<file path="config.mk">
export PLATFORM = sky130hd
export DESIGN_NAME = mem_port_arbiter
export DESIGN_NICKNAME = d
export VERILOG_FILES = /design/src/rtl/mem_port_arbiter.sv
export SDC_FILE = /design/constraint.sdc
export NUM_CORES = 1
export LEC_CHECK = 0
export CORE_MARGIN = 3
export CORE_UTILIZATION = 33
export CTS_CLUSTER_DIAMETER = 40
export DETAILED_ROUTE_END_ITERATION = 10
export PLACE_DENSITY = 0.74
export SYNTH_ARGS = -nofsm -noshare
export SYNTH_HDL_FRONTEND = slang
export SYNTH_SLANG_ARGS = --single-unit
</file>
<file path="constraint.sdc">
create_clock -name clk -period 2.28 [get_ports clk]
set_input_delay 0.456 -clock clk [delete_from_list [all_inputs] [get_ports clk]]
set_output_delay 0.456 -clock clk [all_outputs]
set_load 0.02 [all_outputs]
</file>
<file path="src/rtl/mem_port_arbiter.sv">
// Round-robin arbiter sharing one single-ported, fixed-latency memory between
// the instruction-fetch port and the load/store port. One transaction is in
// flight at a time; each grant produces exactly one memory strobe and exactly
// one completion pulse back to the requester that won.
//
// state | meaning
// IDLE  | no transaction; arbitrate and grant, latch the winner's command
// ISSUE | drive mem_en for one cycle with the latched command
// WAIT  | read in flight; down-counter spans the memory latency
// RESP  | pulse the winner's rvalid for one cycle
module mem_port_arbiter #(
   parameter int s   = 32,
   parameter int LAT = 2
) (
   input  logic         clk,
   input  logic         reset,
   input  logic         if_req,
   input  logic [s-1:0] if_addr,
   output logic         if_gnt,
   output logic         if_rvalid,
   input  logic         d_req,
   input  logic         d_we,
   input  logic [s-1:0] d_addr,
   input  logic [s-1:0] d_wdata,
   output logic         d_gnt,
   output logic         d_rvalid,
   output logic [s-1:0] rsp_data,
   output logic         mem_en,
   output logic         mem_we,
   output logic [s-1:0] mem_addr,
   output logic [s-1:0] mem_wdata,
   input  logic [s-1:0] mem_rdata,
   output logic         busy
);

   typedef enum logic [1:0] {IDLE, ISSUE, WAIT, RESP} state_t;

   // The counter is loaded on the ISSUE->WAIT edge so that WAIT lasts LAT cycles.
   localparam logic [3:0] CNT_LOAD = 4'(LAT - 1);

   state_t         state, state_nxt;
   logic           last_data;
   logic           lat_data;
   logic           lat_we;
   logic [s-1:0]   lat_addr;
   logic [s-1:0]   lat_wdata;
   logic [3:0]     cnt;
   logic           cnt_done;
   logic           grant_any;
   logic           grant_data;

   // Arbitration: only in IDLE, never while reset is asserted; a tie goes to
   // whichever port did not win last time.
   always_comb begin
      if_gnt     = 1'b0;
      d_gnt      = 1'b0;
      grant_data = 1'b0;
      if (state == IDLE && reset) begin
         if (if_req && d_req) begin
            grant_data = ~last_data;
         end else begin
            grant_data = d_req;
         end
         if_gnt = (if_req | d_req) & ~grant_data;
         d_gnt  = (if_req | d_req) &  grant_data;
      end
   end

   assign grant_any = if_gnt | d_gnt;
   assign cnt_done  = (cnt == 4'd0);

   // Next-state logic.
   always_comb begin
      state_nxt = state;
      case (state)
         IDLE:    if (grant_any) state_nxt = ISSUE;
         ISSUE:   state_nxt = lat_we ? RESP : WAIT;
         WAIT:    if (cnt_done) state_nxt = RESP;
         RESP:    state_nxt = IDLE;
         default: state_nxt = IDLE;
      endcase
   end

   // State register.
   always_ff @(posedge clk or negedge reset) begin
      if (!reset) begin
         state <= IDLE;
      end else begin
         state <= state_nxt;
      end
   end

   // Command latch and round-robin history, both updated only on a grant.
   always_ff @(posedge clk or negedge reset) begin
      if (!reset) begin
         last_data <= 1'b1;
         lat_data  <= 1'b0;
         lat_we    <= 1'b0;
         lat_addr  <= '0;
         lat_wdata <= '0;
      end else if (grant_any) begin
         last_data <= grant_data;
         lat_data  <= grant_data;
         lat_we    <= grant_data & d_we;
         lat_addr  <= grant_data ? d_addr : if_addr;
         lat_wdata <= grant_data ? d_wdata : '0;
      end
   end

   // Latency down-counter; terminal count marks the cycle mem_rdata is valid.
   always_ff @(posedge clk or negedge reset) begin
      if (!reset) begin
         cnt <= 4'd0;
      end else if (state == ISSUE) begin
         cnt <= CNT_LOAD;
      end else if (state == WAIT && !cnt_done) begin
         cnt <= cnt - 4'd1;
      end
   end

   // Read response register; writes leave it untouched.
   always_ff @(posedge clk or negedge reset) begin
      if (!reset) begin
         rsp_data <= '0;
      end else if (state == WAIT && cnt_done) begin
         rsp_data <= mem_rdata;
      end
   end

   // Memory side is forced to zero outside the single ISSUE cycle.
   always_comb begin
      mem_en    = (state == ISSUE);
      mem_we    = mem_en & lat_we;
      mem_addr  = mem_en ? lat_addr  : '0;
      mem_wdata = mem_en ? lat_wdata : '0;
      if_rvalid = (state == RESP) & ~lat_data;
      d_rvalid  = (state == RESP) &  lat_data;
      busy      = (state != IDLE);
   end

endmodule
</file>
==> results.json, run 1 <==
{
  "outcome": "finished, final reports clean",
  "stdcell_count": 866,
  "grt_antenna_before_repair": 0,
  "insertion_delay_ns": 0.35,
  "worst-path-stages": 5,
  "wl_per_cell_um": 17.6,
  "tightest_slew_ns": 0.711,
  "fin_hold_ws_ns": 0.306,
  "core_sq_um": 14900,
  "drt-total-wl_um": 15300,
  "period_share_pct": 96.4,
  "rsz0062_at_grt": "no",
  "placed_cell_area_sq_um": 7660,
  "setup_viol": 0,
  "drv_cap": 0,
  "postRouteAntennaNets": 0,
  "postSynthCellCount": 449,
  "start_kind": "flop",
  "p_total_w": 0.00983,
  "slowest_stage": "dfrtp_1",
  "p_per_area_nw_per_um2": 1250,
  "cpPeakStageDelay_ns": 0.37,
  "crit_chain": "inv_1 > ha_2 > buf_12 > and2_1 > clkdlybuf4s15_1",
  "ys_seq_area_share_pct": 51.2,
  "r2r-start": "state[0]$_DFFE_PN0P_",
  "io_pins": 236,
  "dieArea_sq_um": 17100,
  "synth-edff-count": 0,
  "required_ns": 1.82,
  "drive_above_1_share_pct": 17.2,
  "path_delay_family": "buffers and inverters",
  "yosys_warnings": 0,
  "grt_pass1_vias": 4436,
  "place_inst": 852,
  "grt_max_degree": 67,
  "antenna_cells": 0,
  "timing_worst_setup_path_type": "reg2out",
  "yosysUniqueCellTypes": 36,
  "clock_sink_count": 105,
  "dr.first_iter.drc_count": 162,
  "synthFlopType": "dfrtp_1",
  "maxSlewHeadroom_pct": 52.6,
  "fin_area_sq_um": 7890,
  "r2r_setup_slack_ns": 0.13,
  "grt_pass1_wl_um": 23400,
  "cts_buffers": 9,
  "synth_area_per_cell_sq_um": 11.4,
  "drc_errors": 0,
  "area_delta_synth_final_pct": 53.6,
  "clk_pin_slew_ns": 0.07,
  "finalClockSkew_ns": 0.00986,
  "power.leakage_nw": 3.56,
  "slew_violations": 0,
  "setup.worst_path.start": "state[1]$_DFFE_PN0P_",
  "synth.ff_latch_count": 105,
  "die_h_um": 131,
  "rows": 44,
  "endpoint": "mem_addr[13]",
  "worstPathMaxFanout": 37,
  "final_core_utilization_pct": 53.1,
  "h-tree-depth": 3,
  "netlist_area_sq_um": 5130,
  "cp.arrival_ns": 1.74,
  "endpoint_kind": "output port",
  "rr_endpoint": "state[0]$_DFFE_PN0P_",
  "max_freq_mhz": 455,
  "peakVddDrop_mv": 0.547,
  "synth_nets": 589,
  "start_util_pct": 34.5,
  "die_x_um": 131,
  "cts-root-buf": "clkbuf_16",
  "hold_buffers": 0,
  "dp_hpwl_um": 11200,
  "post-route-min-period_ns": 2.20,
  "gr-usage-all-layers_pct": 17.4,
  "vias": 4309,
  "nFillCells": 1274,
  "multi_input_area_sq_um": 2220,
  "cts_max_path_buffers": 2,
  "nets": 819,
  "r2r_cells": 8,
  "async_reset_ff_share_pct": 100,
  "routabilityCongestion": 0.832,
  "seq_area_sq_um": 2630,
  "finalHoldViolations": 0,
  "via_per_inst": 4.98,
  "grt-ovfl-total": 0,
  "cts_tree": "yes",
  "hold_class": "in2async",
  "crit_buf_inv": 3,
  "io_buffers": 235,
  "drtPass1Iterations": 6
}
[cell type report]
cell class | count | share of cell area (%)
flip-flops and latches | 105 | 33.3
clock inverters | 5 | 1.35
inverters | 10 | 0.476
repair buffers | 256 | 30.9
multi-input cells | 297 | 28.2
well taps | 184 | 2.92
clock buffers | 9 | 2.86
[cells by family after synthesis]
logic type	count (synthesis)	share of synthesized area, %
AOI/OAI and AO/OA	81	14.3
buffers and inverters	47	5.58
adders and majority gates	7	1.71
muxes	33	9.51
and+or+nand+nor	176	17.7
DFF	105	51.2
[how the worst min path moves through the flow]
stage | to | from | slack (ns)
finish | lat_addr[14]$_DFFE_PN0P_ | reset | 0.31
global route | lat_addr[29]$_DFFE_PN0P_ | reset | 0.34
CTS | lat_addr[29]$_DFFE_PN0P_ | reset | 0.31
detailed placement | lat_addr[17]$_DFFE_PN0P_ | lat_addr[17]$_DFFE_PN0P_ | 0.46
global placement | last_data$_DFFE_PN1P_ | last_data$_DFFE_PN1P_ | 0.45
floorplan | cnt[0]$_DFFE_PN0P_ | reset | 0.16
[placed cells by master (no fill, tap or decap), types with 2 or more instances in the layout]
master,synthesis,layout
a21oi_1,5,5
a22o_1,33,33
and2_1,66,66
buf_12,3,3
buf_4,1,17
bufinv_16,0,3
clkbuf_16,0,9
clkbuf_2,0,21
clkdlybuf4s15_1,0,39
clkdlybuf4s50_1,0,165
dfrtp_1,104,104
dlygate4sd2_1,0,8
ha_1,7,5
ha_2,0,2
inv_1,10,10
mux2_2,2,2
mux2_4,31,31
nand2_1,68,68
nand3_1,33,33
o211ai_1,15,15
o211ai_2,18,18
o21bai_1,2,2
[per-layer routing]
| metal | share of wire [%] | routed length, um | track usage, % | vias to the layer above |
|---|---|---|---|---|
| met3 | 11 | 1730 | 7.15 | 16 |
| met1 | 42 | 6420 | 21.9 | 2075 |
| li1 | - | - | - | 2008 |
| met5 | 0 | 0 | 0 | - |
| met4 | 1.2 | 178 | 4.42 | 0 |
| met2 | 45 | 6930 | 28.2 | 210 |
[flip-flops by register name, indices dropped and copies added (netlist names)]
name and flops:
lat_addr 32, lat_wdata 32, rsp_data 32, cnt 4
state 2, last_data 1, lat_data 1, lat_we 1
[worst register-to-register path: cells and delay by family (launching register included)]
family,cells,cell delay [ns]
buf+inv,4,0.71
compound gates,3,0.65
fa+ha+maj,1,0.26
flops,1,0.41
[cells in the mapped netlist (5+ instances only)]
cell type | n | area, sq um
dfrtp_1 | 104 | 2600
nand2_1 | 68 | 255
and2_1 | 66 | 413
a22o_1 | 33 | 289
nand3_1 | 33 | 165
mux2_4 | 31 | 465
clkbuf_1 | 22 | 82.6
o211ai_2 | 18 | 225
o211ai_1 | 15 | 113
inv_1 | 10 | 37.5
buf_6 | 7 | 78.8
ha_1 | 7 | 87.6
a21oi_1 | 5 | 25.0
[repair_timing]
action	CTS	global route
setup endpoints to repair	69	59
gates resized for setup	75	82
buffers inserted	0	0
pin swaps	0	0
cloned	0	0
[per-stage QoR]
stage	TNS (ns)	worst slack [ns]
floorplan	0	0.246
finish	0	0.0814
global placement	-0.0716	-0.0400
detailed placement	-0.274	-0.0424
CTS	0	0.00722
global route	0	0.000508
[power by group]
group	total, W	switching [W]	internal, W
Sequential	0.00330	0.000502	0.00279
Clock	0.00174	0.000675	0.00106
Combinational	0.00480	0.00238	0.00242
Total	0.00983	0.00356	0.00627
(Power assumes the default switching activity.)
==> run 2, diff against run 1 <==
--- a/config.mk
+++ b/config.mk
@@ -8,6 +8,7 @@
 export CORE_MARGIN = 3
 export CORE_UTILIZATION = 33
 export CTS_CLUSTER_DIAMETER = 40
+export CTS_CLUSTER_SIZE = 10
 export DETAILED_ROUTE_END_ITERATION = 10
 export PLACE_DENSITY = 0.74
 export SYNTH_ARGS = -nofsm -noshare
==> results of run 2 <==
Final layout, timing and power as in run 1 (identical DEF).
